[config.mk]
export PLATFORM = sky130hd
export DESIGN_NAME = noc_port_arbiter
export DESIGN_NICKNAME = d
export VERILOG_FILES = /design/src/rtl/noc_port_arbiter.sv
export SDC_FILE = /design/constraint.sdc
export NUM_CORES = 1
export LEC_CHECK = 0
export BUFFER_PORTS_ARGS = -buffer_cell sky130_fd_sc_hd__buf_4
export CORE_MARGIN = 2
export CORE_UTILIZATION = 30
export DETAILED_ROUTE_END_ITERATION = 10
export GPL_TIMING_DRIVEN = 0
export PLACE_DENSITY = 0.58
export SETUP_SLACK_MARGIN = 0.5
export SKIP_CTS_REPAIR_TIMING = 1
export SLEW_MARGIN = 10
export SYNTH_ARGS = -nofsm -noshare
export SYNTH_HDL_FRONTEND = slang
export SYNTH_SLANG_ARGS = --single-unit
[constraint.sdc]
create_clock -name clk -period 8.4 [get_ports clk]
set_input_delay 1.26 -clock clk [delete_from_list [all_inputs] [get_ports clk]]
set_output_delay 1.26 -clock clk [all_outputs]
set_load 0.005 [all_outputs]
[src/rtl/noc_port_arbiter.sv]
// Round-robin, packet-locking arbiter for one router output port.
// Holds a grant until the granted requester's tail flit moves, then re-arbitrates without a bubble.
module noc_port_arbiter #(
  parameter int NUM_REQUESTERS = 4,
  parameter int INDEX_WIDTH    = $clog2(NUM_REQUESTERS)
) (
  input  logic                      clk,
  input  logic                      reset,
  input  logic [NUM_REQUESTERS-1:0] req_valid,
  input  logic [NUM_REQUESTERS-1:0] req_tail,
  input  logic                      out_ready,
  output logic [NUM_REQUESTERS-1:0] grant_oh,
  output logic [INDEX_WIDTH-1:0]    grant_idx,
  output logic                      grant_valid,
  output logic                      xfer,
  output logic                      xfer_tail
);

  logic [INDEX_WIDTH-1:0]    prio;
  logic [INDEX_WIDTH-1:0]    prio_after;
  logic [INDEX_WIDTH-1:0]    search_prio;
  logic [INDEX_WIDTH-1:0]    win_idx;
  logic [NUM_REQUESTERS-1:0] candidates;
  logic [NUM_REQUESTERS-1:0] win_oh;
  logic                      locked;
  logic                      win_found;
  int                        prio_sum;
  int                        cand_pos;

  assign locked = |grant_oh;

  // Only the granted port's valid/tail reach the transfer path, since grant_oh is one-hot.
  assign xfer      = locked & (|(req_valid & grant_oh)) & out_ready;
  assign xfer_tail = xfer & (|(req_tail & grant_oh));

  always_comb begin
    prio_sum = int'(grant_idx) + 1;
    if (prio_sum >= NUM_REQUESTERS) prio_sum = 0;
    prio_after = INDEX_WIDTH'(prio_sum);
  end

  assign search_prio = locked ? prio_after : prio;
  assign candidates  = locked ? (req_valid & ~grant_oh) : req_valid;

  // Scan from search_prio upward, wrapping modulo NUM_REQUESTERS.
  always_comb begin
    win_found = 1'b0;
    win_idx   = '0;
    win_oh    = '0;
    cand_pos  = 0;
    for (int k = 0; k < NUM_REQUESTERS; k++) begin
      cand_pos = int'(search_prio) + k;
      if (cand_pos >= NUM_REQUESTERS) cand_pos = cand_pos - NUM_REQUESTERS;
      if (!win_found && ((candidates & (NUM_REQUESTERS'(1) << cand_pos)) != '0)) begin
        win_found = 1'b1;
        win_idx   = INDEX_WIDTH'(cand_pos);
        win_oh    = NUM_REQUESTERS'(1) << cand_pos;
      end
    end
  end

  always_ff @(posedge clk) begin
    if (reset) begin
      grant_oh    <= '0;
      grant_idx   <= '0;
      grant_valid <= 1'b0;
      prio        <= '0;
    end else if (!locked) begin
      if (win_found) begin
        grant_oh    <= win_oh;
        grant_idx   <= win_idx;
        grant_valid <= 1'b1;
      end
    end else if (xfer_tail) begin
      prio        <= prio_after;
      grant_oh    <= win_oh;
      grant_idx   <= win_idx;
      grant_valid <= win_found;
    end
  end

endmodule

==> results of run 1 <==
report_power, final:
group	switching (W)	internal (W)	total [W]	leakage, nW
clock network	0.0000144	0.0000183	0.0000327	0.0150
registers	0.0000184	0.0000561	0.0000745	0.0741
logic	0.000225	0.000177	0.000402	0.414
final cells by class:
class | count | area, µm²
tap | 44 | 55.05
buffer | 6 | 40.04
sequential | 9 | 180.2
fill | 334 | 1879
multi-input combinational | 91 | 735.7
timing repair buffer | 18 | 135.1
clock buffer | 4 | 26.28
inverter | 7 | 26.28
state kept, by name, indices dropped and copies added (netlist names):
name and cells:
grant_oh 4, grant_valid 1, prio 2, grant_idx 2
through the flow:
| stage | hold slack (ps) | instance area [µm²] |
|---|---|---|
| 2_1_floorplan | 454.4 | 982.2 |
| 3_3_place_gp | 469.0 | 1172 |
| 3_5_place_dp | 467.4 | 1172 |
| 4_1_cts | 478.8 | 1199 |
| 5_1_grt | 523.8 | 1199 |
| 6_report | 473.6 | 1199 |
worst max-delay path by stage:
| stage | from | endpoint | slack, ps | depth (start not counted) |
|---|---|---|---|---|
| after floorplan | grant_oh[1] | grant_oh[0] | 4950 | 9 |
| after global placement | grant_oh[1] | grant_oh[0] | 4150 | 10 |
| after detailed placement | grant_oh[1] | grant_oh[0] | 4100 | 10 |
| after CTS | grant_oh[1] | grant_oh[0] | 4080 | 10 |
| after global routing | grant_oh[1] | grant_oh[0] | 3530 | 10 |
| final | grant_oh[1] | grant_oh[0] | 4160 | 10 |
critical path: stages (launching register included):
cell      delay, ps
dfxtp_1         400
nor4_1          870
mux2i_1         580
inv_1           210
ha_1            330
and3b_1         230
nor4_2          540
a41oi_2         310
or2_1           280
buf_4           150
a311oi_1        240
per-layer routing:
| layer | vias to the layer above | track usage [%] | share of wire [%] |
|---|---|---|---|
| li1 | 487 | - | - |
| met1 | 465 | 21.32 | 49 |
| met2 | 31 | 24.47 | 45 |
| met3 | 4 | 3.782 | 4.8 |
| met4 | 0 | 3.727 | 1.2 |
| met5 | - | 0 | 0 |
cells in the final DEF (no fill, tap or decap), types with 3 or more instances in the layout:
cell,Yosys,routed
a22oi_1,4,4
a311oi_1,5,5
and3b_1,6,6
buf_4,3,21
clkbuf_4,1,4
dfxtp_1,9,9
ha_1,9,9
inv_1,7,7
mux2i_1,5,5
nand2_1,5,5
nand2b_1,3,3
nand3b_1,8,8
nor2_1,6,6
nor3_1,5,5
o21ai_0,5,5
o41ai_1,3,3
cells by family after synthesis:
logic type / synth area share [%]
simple gates: 33.89
flops: 18.34
buf+inv: 6.752
compound gates: 23.31
mux: 6.242
fa+ha+maj: 11.47
==> summary.txt, run 1 <==
Outcome - completed
Pins Over Slew Limit - 0
DRC viols - 0
Clk buf depth - 2
Tightest Pin Transition - 976.7 ps
Power, Total - 0.0005096 W
Final hold vios - 0
Placed Cells incl. Taps - 175
Hold Crit Depth - 2
Worst rel slew slack - 34.29%
Netlist cell types - 40
Clk root buf - clkbuf_4
Worst setup margin - 4159 ps
Initial DRC Count - 32
DR vias - 987
Syn_nets - 133
Initial core utilization - 31.91%
Worst VDD drop - 0.1185 mV
Pwr dens - 425.1 nW/µm²
Clock Latency Late Sink - 250 ps
Most area-hungry cell type in the Yosys netlist - dfxtp_1
Core Box Area - 3078 µm²
Area growth from synthesis to final layout - 22.04%
Max-cap viol count - 0
Die ar. - 3748 µm²
Row count - 20
Critical path required time - 8570 ps
Final nets - 156
R2r endpoint - grant_oh[0]
Skew final - 2.846 ps
Antenna violations before repair - 0
P_leak - 0.5028 nW
RSZ-0062 raised after global routing - false
PortBufs - 18
Nature of the critical path endpoint - register
Via density - 5.514
Die Width - 61.22 µm
Top cells by count, synth - dfxtp_1 (9), ha_1 (9), nand3b_1 (8), inv_1 (7)
Hold_sp - grant_valid
Hold Path End - grant_valid
Num ports - 20
GRT Total Usage - 15.51%
R2R depth - 10
Post-DP HPWL - 1983 µm
Per-cell routed wire length - 14.45 µm
R2R Setup Slk - 4160 ps
Final period util - 50.49%
Synth warnings - 0
Worst EP arrival - 4410 ps
Vias in the first global route - 931
Pre-CTS setup slack - 4103 ps
Cell Area, Synth - 982.2 µm²
Ys flop type - dfxtp_1
Post-DRT Antenna Nets - 0
CP max FO - 9
Synth async-reset ratio - 0%
RePlAce Congestion - 0.8795
HP Class - reg2reg
Avg Cell Area, Syn - 8.692 µm²
Total gr overflow - 0
Post-layout util - 38.94%
Gate Count Post-Synth - 113
Total CTS buffers - 3
Non-Filler Instances - 179
CP startpoint kind - register
First drt pass iteration count - 4
Fmax - 235.8 MHz
H-tree levels - 1
Final wirelength - 2587 µm
First-pass GRT wire length - 4326 µm
Largest net degree at the start of global routing - 11
Top post-synthesis cells by area - dfxtp_1 (18%), ha_1 (11%), nand3b_1 (6.1%), and3b_1 (5.4%), mux2i_1 (5.1%)
Total Neg Setup Slack - 0 ps
Synth Register Bits - 9
CTS tree - yes
Post-synth top area share - 18.34%
N_diodes - 0
RR Startpoint - grant_oh[1]
Clock slew at reported path FFs - 60 ps
Setup-failing EPs final - 0
Clock Sinks - 9
Register area share after synthesis - 18.34%
CP Class - reg2reg
Min cycle time layout - 4241 ps
Die height - 61.22 µm
Share of post-route cells with drive strength above 1 - 26.67%
EDFF count, synth - 0
No activity file was read; power rests on OpenSTA's default activity.
==> run 2, diff against run 1 <==
PLACE_DENSITY = 0.6   (was 0.58)
clock period = 3.78 ns   (was 8.4 ns; I/O delays follow)
==> summary.txt, run 2 (synthesized netlist as in run 1, its figures left out) <==
CTS tree - yes
Core Box Area - 3078 µm²
Die ar. - 3748 µm²
Clock slew at reported path FFs - 60 ps
Power, Total - 0.001438 W
# fillers - 314
Worst rel slew slack - 69.13%
Total CTS buffers - 3
Initial core utilization - 31.91%
Largest register FFs - 4
GRT Total Usage - 15.42%
First-pass GRT wire length - 4491 µm
Antenna violations before repair - 0
Area growth from synthesis to final layout - 40.76%
Max-cap viol count - 0
Most common cell after layout, fill and taps aside - buf_4
Hold_sp - grant_valid
DRC viols - 0
Final nets - 166
Die Width - 61.22 µm
Non-Filler Instances - 189
Fmax - 300.2 MHz
Tightest Pin Transition - 459.5 ps
Num ports - 20
CP startpoint kind - register
Final hold vios - 0
Vias in the first global route - 956
First drt pass iteration count - 4
Per-cell routed wire length - 15.79 µm
Post-DRT Antenna Nets - 0
Largest net degree at the start of global routing - 11
Reg with most FFs - grant_oh
Share of post-route cells with drive strength above 1 - 40.69%
Initial DRC Count - 44
Pre-CTS setup slack - -160.7 ps
Most frequent cells in the layout - buf_4 (32), nand3b_1 (8), inv_1 (7)
Multi-input logic area - 835.8 µm²
CP Launch Point - grant_oh[0]
Row count - 20
Outcome - completed
PortBufs - 18
Via density - 5.646
Die height - 61.22 µm
N_diodes - 0
P_leak - 0.5617 nW
Clk root buf - clkbuf_4
Critical path required time - 3940 ps
H-tree levels - 1
RePlAce Congestion - 0.8611
Worst setup margin - 449.4 ps
Skew final - 2.855 ps
Post-DP HPWL - 2027 µm
Clock Sinks - 9
Setup-failing EPs final - 0
Clock Latency Late Sink - 260 ps
Placed Cells incl. Taps - 175
DR vias - 1067
Total Neg Setup Slack - 0 ps
Pins Over Slew Limit - 0
Final wirelength - 2985 µm
HP Class - reg2reg
Clk buf depth - 2
CP Class - reg2reg
Sequential cell area - 186.4 µm²
RSZ-0062 raised after global routing - true
Leading registers by flop count - grant_oh (4), grant_idx (2), prio (2)
Worst VDD drop - 0.4105 mV
Min cycle time layout - 3331 ps
Worst EP arrival - 3490 ps
CP max FO - 9
Final period util - 88.11%
RR Startpoint - grant_oh[0]
Total gr overflow - 0
Nature of the critical path endpoint - register
Pwr dens - 1040 nW/µm²
Post-layout util - 44.92%
run 2: changes by cell type in the layout (fill, tap and decap cells not counted), moves of 2 or more:
cell and delta:
a311oi_1 -2, a311oi_2 +2, buf_4 +11, dfxtp_1 -3, dfxtp_2 +2, ha_1 -5
ha_2 +3, ha_4 +2, nor4_4 +2, o311ai_0 -2, o311ai_1 +2
run 2: final timing paths:
check | endpoint | slack (ps) | depth (start not counted)
hold / removal | grant_valid | 480 | 2
setup / recovery | grant_oh[2] | 450 | 10
hold reg to reg | grant_valid | 480 | 2
setup reg to reg | grant_oh[2] | 450 | 10
run 2: area by class of cell:
class	instances	area share, %
tap	44	3.982
timing repair buffer	28	15.20
inverter	7	1.900
clock buffer	4	1.900
multi-input combinational	91	60.45
buffer	6	3.077
sequential	9	13.48
run 2: critical path: stages, from the launching register on:
cell and delay (ps):
dfxtp_4 380, nor4_4 480, buf_4 200, mux2_4 220, inv_1 120, ha_2 240
and3b_1 220, or4_4 610, nor4b_4 370, nand2_1 110, a311oi_2 270
run 2: per-stage QoR:
stage               hold slack [ps]  cell area [µm²]
CTS                           490.0             1209
global placement              470.6             1182
finish                        479.8             1383
detailed placement            479.9             1182
floorplan                     454.4            992.2
global route                  500.8             1383
run 2: routing by layer:
| metal | track usage (%) | vias up | wire length (µm) |
|---|---|---|---|
| li1 | - | 504 | - |
| met1 | 22.05 | 521 | 1321 |
| met2 | 24.32 | 42 | 1449 |
| met3 | 3.992 | 0 | 214 |
| met4 | 1.242 | 0 | 0 |
| met5 | 0 | - | 0 |
run 2: where the power goes:
group	leakage, nW	switching [W]	total [W]	internal [W]
logic	0.471	0.000614	0.00119	0.000573
registers	0.0754	0.0000490	0.000177	0.000128
clock network	0.0150	0.0000333	0.0000740	0.0000407
total	0.562	0.000697	0.00144	0.000742
==> run 3, diff against run 2 <==
ABC_AREA = 1   (was default)
==> summary.txt, run 3 <==
CP startpoint kind - register
Reg with most FFs - grant_oh
Setup-failing EPs final - 0
Total CTS buffers - 3
Max-cap viol count - 0
RSZ-0062 raised after global routing - false
Most common cell after layout, fill and taps aside - nand2_1
Per-cell routed wire length - 10.43 µm
Gate Count Post-Synth - 170
Core Box Area - 3103 µm²
Register area share after synthesis - 18.14%
Top-count cell post-synth - nand2_1
Vias in the first global route - 961
Outcome - completed
Die height - 61.55 µm
Leading registers by flop count - grant_oh (4), grant_idx (2), prio (2)
Largest register FFs - 4
Antenna violations before repair - 0
Worst EP arrival - 2940 ps
DR vias - 1094
Cell Area, Synth - 993.5 µm²
Pins Over Slew Limit - 0
Fmax - 359.7 MHz
Clock Sinks - 9
Critical path required time - 3940 ps
Num ports - 20
Tightest Pin Transition - 525.6 ps
Clk buf depth - 2
Syn_nets - 190
Post-DRT Antenna Nets - 0
Die Width - 61.55 µm
Final period util - 73.54%
Via density - 4.616
Initial DRC Count - 52
Clock Latency Late Sink - 260 ps
Most area-hungry cell type in the Yosys netlist - dfxtp_1
Largest net degree at the start of global routing - 11
HP Class - reg2reg
# fillers - 370
Final nets - 214
Avg Cell Area, Syn - 5.844 µm²
P_leak - 0.6721 nW
Top post-synthesis cells by area - dfxtp_1 (18%), nand3_1 (17%), nand2_1 (16%), ha_1 (11%), nor2_1 (10%)
First drt pass iteration count - 4
Pwr dens - 1035 nW/µm²
N_diodes - 0
Share of post-route cells with drive strength above 1 - 19.69%
CP Launch Point - grant_oh[3]
Skew final - 3.423 ps
Area growth from synthesis to final layout - 22.54%
H-tree levels - 1
Final hold vios - 0
EDFF count, synth - 0
Min cycle time layout - 2780 ps
Post-DP HPWL - 1979 µm
Total gr overflow - 0
Most frequent cells in the layout - nand2_1 (42), nand3_1 (34), nor2_1 (27)
First-pass GRT wire length - 4098 µm
CP max FO - 10
Power, Total - 0.001260 W
Final wirelength - 2471 µm
Row count - 20
Top cells by count, synth - nand2_1 (42), nand3_1 (34), nor2_1 (27), inv_1 (18)
Total Neg Setup Slack - 0 ps
Clk root buf - clkbuf_4
DRC viols - 0
Synth warnings - 0
Post-synth top area share - 18.14%
Worst VDD drop - 0.3949 mV
Netlist cell types - 21
PortBufs - 19
Synth async-reset ratio - 0%
Nature of the critical path endpoint - register
Ys flop type - dfxtp_1
Initial core utilization - 32.02%
RR Startpoint - grant_oh[3]
Worst rel slew slack - 64.72%
CP Class - reg2reg
GRT Total Usage - 14.13%
Clock slew at reported path FFs - 60 ps
Synth Register Bits - 9
Die ar. - 3788 µm²
RePlAce Congestion - 0.8455
Hold_sp - prio[0]
CTS tree - yes
[run 3: cell count changes after synthesis, sizes merged, moves of 7 or more]
cell and delta:
and3b -8, inv +17, nand3 +33, nand3b -7
nand2 +40, nor2 +24
[run 3: per-stage QoR]
stage	hold slack (ps)	worst slack [ps]	utilization [%]	area [µm²]	cells
after floorplan	430.2	1450	-	993.5	170
after global placement	445.5	941.5	38.39	1191	233
after detailed placement	450.5	994.2	38.39	1191	233
after CTS	464.0	983.4	39.23	1217	237
after global routing	491.3	671.5	39.23	1217	237
final	458.0	1000	39.23	1217	237
[run 3: final cells by class]
type	instances	area (µm²)	area share, %
plain buffers	2	16.27	1.336
clock buffers	4	26.28	2.158
inverters	26	97.59	8.016
multi-input cells	133	699.4	57.45
flip-flops and latches	9	180.2	14.80
well taps	44	55.05	4.522
repair buffers	19	142.6	11.72
[run 3: cell families after synthesis]
family	after synthesis	synth area share [%]
flops	9	18.14
compound gates	12	7.431
simple gates	112	51.64
buf+inv	28	11.46
fa+ha+maj	9	11.34
[run 3: worst paths after layout]
path,end,slack (ps),cells past startpoint
hold reg to reg,prio[0],460,2
hold / removal,prio[0],460,2
setup / recovery,grant_oh[3],1000,16
setup reg to reg,grant_oh[3],1000,16
[run 3: layer usage]
layer	vias to the layer above	track usage [%]	part of all wire (%)
met2	47	21.50	41
met4	0	3.343	0.77
li1	589	-	-
met1	454	19.60	49
met3	4	4.202	8.7
met5	-	0	0
[run 3: power by group]
group | leakage, nW | total (W) | internal [W] | switching [W]
Sequential | 0.0742 | 0.000153 | 0.000127 | 0.0000260
Clock | 0.0150 | 0.0000719 | 0.0000405 | 0.0000314
Combinational | 0.583 | 0.00103 | 0.000377 | 0.000657
[run 3: critical path, cell delays in order, from the launching register on]
cell and delay (ps):
dfxtp_1 340, inv_2 120, nand3_1 190, o21ai_1 480, inv_1 190, ha_1 320, nand3_1 110, nand2_1 80
nor2_4 160, buf_6 170, inv_2 70, nand2_1 50, nand2_1 50, nor2_1 110, nand2_1 60, nor2_1 130
nor2_1 50
